--- config.mk ---
export PLATFORM = sky130hd
export DESIGN_NAME = store_buffer
export DESIGN_NICKNAME = d
export VERILOG_FILES = /design/src/rtl/store_buffer.sv
export SDC_FILE = /design/constraint.sdc
export NUM_CORES = 1
export LEC_CHECK = 0
export ABC_AREA = 1
export CORE_MARGIN = 3
export CORE_UTILIZATION = 40
export CTS_CLUSTER_DIAMETER = 80
export DETAILED_ROUTE_END_ITERATION = 8
export GPL_TIMING_DRIVEN = 0
export PLACE_DENSITY = 0.64
export SYNTH_ARGS = -nofsm -noshare
export SYNTH_HDL_FRONTEND = slang
export SYNTH_SLANG_ARGS = --single-unit
--- constraint.sdc ---
create_clock -name clk -period 3 [get_ports clk]
set_clock_uncertainty 0.05 [all_clocks]
set_input_delay 0.6 -clock clk [delete_from_list [all_inputs] [get_ports clk]]
set_output_delay 0.6 -clock clk [all_outputs]
set_load 0.01 [all_outputs]
--- src/rtl/store_buffer.sv ---
// In-order store buffer between the MEM stage and the data memory port.
// Stores queue with byte enables and drain on cycles the port is idle.
module store_buffer #(
    parameter int DEPTH = 4,
    parameter int ALEN  = 32,
    parameter int XLEN  = 32
) (
    input  logic                     clk,
    input  logic                     rst,
    input  logic                     req_valid,
    input  logic                     req_write,
    input  logic [2:0]               req_funct3,
    input  logic [ALEN-1:0]          req_addr,
    input  logic [XLEN-1:0]          req_wdata,
    output logic                     req_ready,
    input  logic                     fence,
    output logic                     mem_write,
    output logic [3:0]               mem_be,
    output logic [2:0]               mem_funct3,
    output logic [ALEN-1:0]          mem_addr,
    output logic [XLEN-1:0]          mem_wdata,
    output logic                     empty,
    output logic [$clog2(DEPTH):0]   count,
    output logic                     misaligned
);

    localparam int PW = $clog2(DEPTH);
    localparam int CW = PW + 1;

    logic [ALEN-1:0]  e_addr  [DEPTH];
    logic [XLEN-1:0]  e_wdata [DEPTH];
    logic [3:0]       e_be    [DEPTH];
    logic [2:0]       e_f3    [DEPTH];
    logic [DEPTH-1:0] e_valid;

    logic [PW-1:0] head;
    logic [PW-1:0] tail;
    logic [CW-1:0] cnt;
    logic          mis_q;

    logic [1:0] off;
    logic [3:0] be_req;
    logic       mis_req;
    logic       conflict;
    logic       busy;
    logic       full;
    logic       fence_block;
    logic       is_load;
    logic       is_store;
    logic       mis_drop;
    logic       ld_issue;
    logic       st_acc;
    logic       drain;

    assign off = req_addr[1:0];

    // Byte-enable and alignment decode from access size and offset
    always_comb begin
        be_req  = 4'b0000;
        mis_req = 1'b0;
        unique case (req_funct3[1:0])
            2'b00: be_req = 4'b0001 << off;
            2'b01: begin
                be_req  = 4'b0011 << off;
                mis_req = (off == 2'd3);
            end
            default: begin
                be_req  = 4'b1111;
                mis_req = (off != 2'd0);
            end
        endcase
    end

    // A load conflicts with any pending store to the same word
    always_comb begin
        conflict = 1'b0;
        for (int i = 0; i < DEPTH; i++) begin
            if (e_valid[i] && e_addr[i][ALEN-1:2] == req_addr[ALEN-1:2]) begin
                conflict = 1'b1;
            end
        end
    end

    assign busy        = (cnt != '0);
    assign full        = (cnt == CW'(DEPTH));
    assign fence_block = fence & busy;
    assign is_load     = req_valid & ~req_write & ~mis_req;
    assign is_store    = req_valid & req_write & ~mis_req;

    assign mis_drop = req_valid & mis_req & ~fence_block & ~rst;
    assign ld_issue = is_load & ~fence_block & ~conflict & ~rst;
    assign st_acc   = is_store & ~fence_block & ~full & ~rst;
    assign drain    = ~ld_issue & busy;

    assign req_ready  = mis_drop | ld_issue | st_acc;
    assign empty      = ~busy;
    assign count      = cnt;
    assign misaligned = mis_q;

    // Memory port mux: issued load wins, else head-of-queue drain, else idle
    always_comb begin
        mem_write  = 1'b0;
        mem_be     = 4'b0000;
        mem_funct3 = 3'b000;
        mem_addr   = '0;
        mem_wdata  = '0;
        if (ld_issue) begin
            mem_addr   = req_addr;
            mem_funct3 = req_funct3;
        end else if (drain) begin
            mem_write  = 1'b1;
            mem_be     = e_be[head];
            mem_funct3 = e_f3[head];
            mem_addr   = e_addr[head];
            mem_wdata  = e_wdata[head];
        end
    end

    // Pointers, occupancy, entry valid bits and the misaligned pulse
    always_ff @(posedge clk or posedge rst) begin
        if (rst) begin
            head    <= '0;
            tail    <= '0;
            cnt     <= '0;
            mis_q   <= 1'b0;
            e_valid <= '0;
        end else begin
            mis_q <= mis_drop;
            if (drain) begin
                head          <= head + 1'b1;
                e_valid[head] <= 1'b0;
            end
            if (st_acc) begin
                tail          <= tail + 1'b1;
                e_valid[tail] <= 1'b1;
            end
            unique case ({st_acc, drain})
                2'b10:   cnt <= cnt + 1'b1;
                2'b01:   cnt <= cnt - 1'b1;
                default: cnt <= cnt;
            endcase
        end
    end

    // Entry payload; qualified by e_valid so it needs no reset
    always_ff @(posedge clk) begin
        if (st_acc) begin
            e_addr[tail]  <= req_addr;
            e_wdata[tail] <= req_wdata;
            e_be[tail]    <= be_req;
            e_f3[tail]    <= req_funct3;
        end
    end

endmodule
==> metrics, run 1 <==
Sw Ratio=0.379; clock buffer depth=3; Seq pwr share=0.287; CTS buffer count=34; RR Endpoint=count[1]; Via-to-Cell Ratio=roughly 5.4; synthesis warning total=0; clk slew on worst S/H paths=0.06 ns; DR DRC count=0; critical path depth=15; initial antenna violation count=3; hold_ws=0.290 ns; Hold Fails Final Rpt=0; Mapped Nets=~1500; share of layout cells above drive strength 1=0.246; reg2reg start=e_addr[2][19]; Post-Synthesis Cells=1460; pre-CTS WS=-1.46 ns; crit path from=e_addr[0][25]; cell family with most CP delay=simple AND/OR/NAND/NOR gates; gr ovfl total=0; Detail Placement HPWL=slightly above 30000 µm; vias in the first global route=approximately 11000; Crit Path Max Fanout=5; Int Power=10.3 mW; # IOs=150; EDFF count, synth=about 280; Switch Pwr=6.32 mW; asr flop ratio synth=0.0405; die width=195 µm; clk sink count=~300; Slew Limit Headroom=0.442; max_cap viols=0; Total GRT Usage=0.235; Mean Syn Cell Area=9.78 µm²; critical path arrival=approximately 2.7 ns; largest net degree at the start of global routing=35; FMAX=303 MHz; Critical Path Sink=mem_wdata[23]; Clk network pwr share=0.254; Final setup viols=between 70 and 80; top_reg_cell synth=edfxtp_1; Critical Path, Cell by Cell=nand2_1, o21ai_0, inv_1, nand3_1, nor2_1, nand2_1, nor2_2, nand2_2, nand3_4, nand2_4, buf_12, buf_12, buf_6, a21oi_4, buf_6; Buffers on Ports=149; DRT Pass-1 Iters=7; total power=around 17 mW; Post-Syn Area=14300 µm²; worst reg-to-reg path cell count=15; IR drop worst, VDD=0.762 mV; height of the die=195 µm; Worst Path Required=2.35 ns; CTS tree=done; total wire length=46000 µm; Initial Util=0.409; Clock Latency Late Sink=0.52 ns; Wirelength per Cell=21.3 µm; Hold WC Path Type=input pin to register; Unique masters post-synth=34; Max Slew Vio Count=0; slowest cell on the critical path=edfxtp_1; Logic pwr share=0.458; Cell Pwr Density=896 nW/µm²; H-tree levels=2; CP peak stage delay=0.44 ns; Tmin final=3.30 ns; post-synthesis sequential area ratio=0.618; leakage=7.30 nW; hold_buf cts=0; Crit path buffers/inverters=5; flops & latches, synth=296; Worst setup SP type=register; Tcrit/Tclk final=1.10; status=complete, but fails checks; FF-to-FF setup slack=around 0.18 ns; CP Capture Type=output port; area of the core=34900 µm²; RSZ-0062 raised after global routing=true; Setup Crit Path Kind=register to output port; GP Congestion=between 0.9 and 1; Die Area=roughly 38000 µm²; cell row count=68; failing checks=negative setup slack; worst-margin pin slew=0.837 ns; area delta synth->final=30.2%; global-route wire length before repair=68200 µm; setup TNS=-13.92 ns; Post-DRT Antenna Nets=0; Iter 0 DRT Violations=960; via count=11600; clock root buffer=clkbuf_16; setup ws final=-0.301 ns; Nets=1762
## worst min path at each step
stage,startpoint,endpoint,cells after the start
2_1_floorplan,e_valid[1],e_valid[1],2
3_3_place_gp,e_valid[2],e_valid[2],2
3_5_place_dp,e_valid[2],e_valid[2],2
4_1_cts,req_addr[9],e_addr[0][9],1
5_1_grt,req_addr[13],e_addr[2][13],1
6_report,req_addr[13],e_addr[3][13],1
## through the flow
| stage | utilization | std cells | cell area (µm²) |
|---|---|---|---|
| floorplan | - | 1460 | 14300 |
| global placement | 0.469 | 2064 | 16400 |
| detailed placement | 0.473 | 2072 | 16500 |
| CTS | 0.522 | 2151 | 18200 |
| global route | 0.533 | 2160 | 18600 |
| finish | 0.533 | 2160 | 18600 |
## power by group through the flow
stage | Clock (mW) | Combinational, mW | Sequential, mW
4_1_cts | 4.29 | 7.13 | 4.79
2_1_floorplan | 0 | 3.45 | 4.86
3_3_place_gp | 0 | 6.62 | 4.88
6_report | 4.24 | 7.63 | 4.79
3_5_place_dp | 0 | 6.67 | 4.88
5_1_grt | 4.49 | 8.26 | 4.80
## layout make-up
cell class	instances	area (µm²)
diodes	1	2.50
plain buffers	62	483
clock buffers	39	891
clock inverters	21	249
fillers	3097	16300
inverters	137	529
multi-input cells	964	5220
flip-flops and latches	296	8830
well taps	455	569
repair buffers	184	1820
repair inverters	1	5.00
## flip-flops by register name, indices dropped and copies added, names as in the netlist
name        count
tail            2
head            2
e_be           16
misaligned      1
e_f3           12
e_addr        128
count           3
e_wdata       128
e_valid         4
## cells in the mapped netlist, types with 2 or more instances
master / instances / area share
nand2_1: 322 / 0.085
edfxtp_1: 284 / 0.60
nor2_1: 229 / 0.060
o21ai_0: 175 / 0.061
inv_1: 115 / 0.030
a21oi_1: 94 / 0.033
clkbuf_1: 33 / 0.0087
nand3_2: 30 / 0.021
inv_2: 22 / 0.0058
o21ai_2: 20 / 0.012
nand3_1: 17 / 0.0060
o21ai_1: 14 / 0.0049
xnor2_1: 14 / 0.0086
dfrtp_1: 12 / 0.021
buf_2: 11 / 0.0039
buf_1: 10 / 0.0026
ha_1: 9 / 0.0079
nand4_1: 8 / 0.0035
buf_6: 5 / 0.0039
o22ai_1: 5 / 0.0022
xor2_1: 5 / 0.0031
nor2_2: 4 / 0.0018
or2_0: 4 / 0.0018
or2_2: 4 / 0.0018
buf_12: 3 / 0.0042
nor3_2: 2 / 0.0014
o211ai_1: 2 / 0.0011
## cells by family (layout without fill, tap and decap cells)
logic type      after synthesis  after routing  share of synthesized area
xor+xnor                     19             19                     0.0117
buf+inv                     200            444                     0.0604
other cells                   0              1                          0
simple gates                625            625                      0.186
compound gates              310            310                      0.115
flops                       296            296                      0.618
fa+ha+maj                    10             10                    0.00929
## cells in the final DEF (no fill, tap or decap), types with 10 or more instances in the layout
cell and instances:
nor2_1 215, clkdlybuf4s50_1 43, dfrtp_1 10, buf_2 56
edfxtp_1 284, xnor2_1 12, clkbuf_16 38, a21oi_2 17
clkbuf_2 12, o21ai_0 162, clkdlybuf4s15_2 18, clkbuf_1 22
a21oi_1 58, inv_1 99, o21ai_4 14, o21ai_2 23
nor2_2 15, o21ai_1 10, nand3_1 14, a21oi_4 19
nand3_2 27, buf_6 44, buf_4 19, buf_12 19
inv_2 34, nand2_1 309, nand2_2 11
## timing repair
item | 4_1_cts | 5_1_grt
endpoints found under the setup margin | 154 | 132
pin swaps | 8 | 30
setup buffers | 16 | 5
resized for setup | 573 | 101
cloned | 4 | 3
## layer usage
layer,global-route usage,vias up,share of wire
met5,0,-,0.00059
met4,0.0771,4,0.034
met3,0.0569,109,0.096
met2,0.389,570,0.47
met1,0.305,5512,0.39
li1,-,5363,-
## worst reg2reg max path, cell delays in order, from the launching register on
cell and delay (ns):
edfxtp_1 0.46, o21ai_2 0.27, nor2_1 0.08, nand2_1 0.13, nor2_1 0.07, nand2_1 0.08, nor2_2 0.04, nor2_2 0.14
nand3_4 0.15, nand2_4 0.15, buf_6 0.19, inv_2 0.06, ha_1 0.17, inv_1 0.12, fa_2 0.44, o21ai_1 0.15
No activity file was read; power rests on OpenSTA's default activity.
==> inputs of run 2 (changes only) <==
Settings changed: SETUP_SLACK_MARGIN from default to 0.5.
==> metrics, run 2 (synthesis gave the netlist of run 1 again) <==
status=complete, but fails checks; failing checks=negative setup slack; Tmin final=3.37 ns (+0.0708 ns); via count=11800 (+1.8%); Critical Path, Cell by Cell=o21ai_1, nor2_1, nand2_1, nor2_1, nand2_1, nor2_2, nor2_2, nand3_4, buf_12, buf_8, buf_16, nand3_4, o21ai_4, buf_6; DRT Pass-1 Iters=7 (unchanged); Detail Placement HPWL=30500 µm (+0.41%); setup ws final=-0.372 ns (-0.0708 ns); share of layout cells above drive strength 1=0.258 (+0.0114); Cell Pwr Density=880 nW/µm² (-1.7%); total wire length=46200 µm (+0.26%); Iter 0 DRT Violations=986 (+2.7%); Total GRT Usage=0.234 (-0.000538); cell family with most CP delay=simple AND/OR/NAND/NOR gates; Clock Latency Late Sink=0.53 ns (about the same); FMAX=297 MHz (-2.1%); RSZ-0062 raised after global routing=true; commonest non-fill, non-tap cell in the layout=nand2_1; clk slew on worst S/H paths=0.06 ns (about the same); Wirelength per Cell=21.0 µm (-1.5%); Largest regs=e_addr (128), e_wdata (128), e_be (16); H-tree levels=2 (unchanged); Crit path buffers/inverters=4 (-1); critical path arrival=2.72 ns (+0.07 ns); leakage=7.47 nW (+2.4%); commonest cells after routing, fill and taps aside=nand2_1 (312), edfxtp_1 (284), nor2_1 (215); clock root buffer=clkbuf_16; gr ovfl total=0 (unchanged); largest net degree at the start of global routing=32 (-8.6%); vias in the first global route=11700 (+2.9%); clock buffer depth=3 (unchanged); initial antenna violation count=5 (+2); Setup Crit Path Kind=register to output port; max_cap viols=0 (unchanged); Post-DRT Antenna Nets=0 (unchanged); slowest cell on the critical path=edfxtp_1; # IOs=150 (unchanged); Hold Fails Final Rpt=0 (unchanged); total power=16.7 mW (about the same); cell row count=68 (unchanged); Crit Path Max Fanout=8 (+3); Via-to-Cell Ratio=5.35 (about the same); CTS tree=done; global-route wire length before repair=68500 µm (+0.37%); Hold WC Path Type=input pin to register; GP Congestion=0.932 (+3.4%); Slew Limit Headroom=0.474 (+0.0317); area delta synth->final=32.5%; Tcrit/Tclk final=1.12 (+0.0236); Initial Util=0.409 (unchanged); Die Area=38000 µm² (unchanged); Final setup viols=73 (unchanged); worst-margin pin slew=0.790 ns (-0.0476 ns); final core utilization=0.542 (+0.00922); Nets=1800 (+2.2%); Buffers on Ports=149 (unchanged); CP peak stage delay=0.45 ns (about the same); IR drop worst, VDD=0.517 mV (-32%); die width=195 µm (unchanged); hold_buf cts=0 (unchanged); Worst setup SP type=register; DR DRC count=0 (unchanged); height of the die=195 µm (unchanged); pre-CTS WS=-1.49 ns (-0.0361 ns); area of the core=34900 µm² (unchanged); Worst Path Required=2.35 ns (about the same); Max Slew Vio Count=0 (unchanged); clk sink count=296 (unchanged); CTS buffer count=34 (unchanged); CP Capture Type=output port
==> run 2: layout make-up <==
cell class	instances	area (µm²)
fillers	3002	16000
flip-flops and latches	296	8830
repair buffers	221	2140
repair inverters	1	7.51
multi-input cells	964	5220
clock inverters	20	233
inverters	137	544
diodes	3	7.51
well taps	455	569
clock buffers	39	870
plain buffers	63	497
==> run 2: worst paths after layout <==
kind	from	to	slack, ns	cells after the start
worst max-delay path	e_addr[2][19]	mem_addr[24]	-0.37	14
worst min-delay path	req_addr[13]	e_addr[3][13]	0.29	1
worst max register to register	e_addr[0][30]	count[2]	0.11	17
worst min register to register	e_valid[2]	e_valid[2]	0.46	2
max in group asynchronous	rst	count[1]	2.13	2
min in group asynchronous	rst	count[2]	0.41	2
==> run 2: layer usage <==
layer  GRT usage  up-vias  share of wire
met5           0        -        0.00045
li1            -     5452              -
met2       0.386      600           0.48
met1       0.303     5613           0.39
met4      0.0824        4          0.029
met3      0.0584       98           0.10
==> run 2: where the power goes <==
part | leakage, nW | internal [mW] | total, mW | switching (mW)
sequential | 2.70 | 4.69 | 4.79 | 0.101
combinational | 4.24 | 3.17 | 7.72 | 4.56
clock | 0.526 | 2.45 | 4.14 | 1.69
total | 7.47 | 10.3 | 16.7 | 6.35
==> run 2: through the flow <==
step | setup TNS (ns) | hold WS (ns) | instance area (µm²) | std cells
after global placement | -485.05 | 0.438 | 16400 | 2064
after global routing | -23.53 | 0.314 | 18900 | 2199
after floorplan | 0 | 0.392 | 14300 | 1460
after detailed placement | -160.99 | 0.433 | 16600 | 2072
after CTS | -17.92 | 0.321 | 18400 | 2172
final | -18.69 | 0.293 | 18900 | 2199
==> run 2: timing repair <==
action,in CTS,in global routing
pin swaps,18,22
cloned,6,1
gates resized for setup,476,215
setup buffers,35,23
endpoints found under the setup margin,337,164
==> run 2: worst reg2reg max path: cells and delay by family, from the launching register on <==
family / cells / cell delay, ns
AND/OR/NAND/NOR: 7 / 0.81
flip-flops: 1 / 0.43
adder cells (fa/ha/maj): 2 / 0.46
buffers and inverters: 4 / 0.39
AO/OA/AOI/OAI: 2 / 0.22
XOR/XNOR: 2 / 0.42
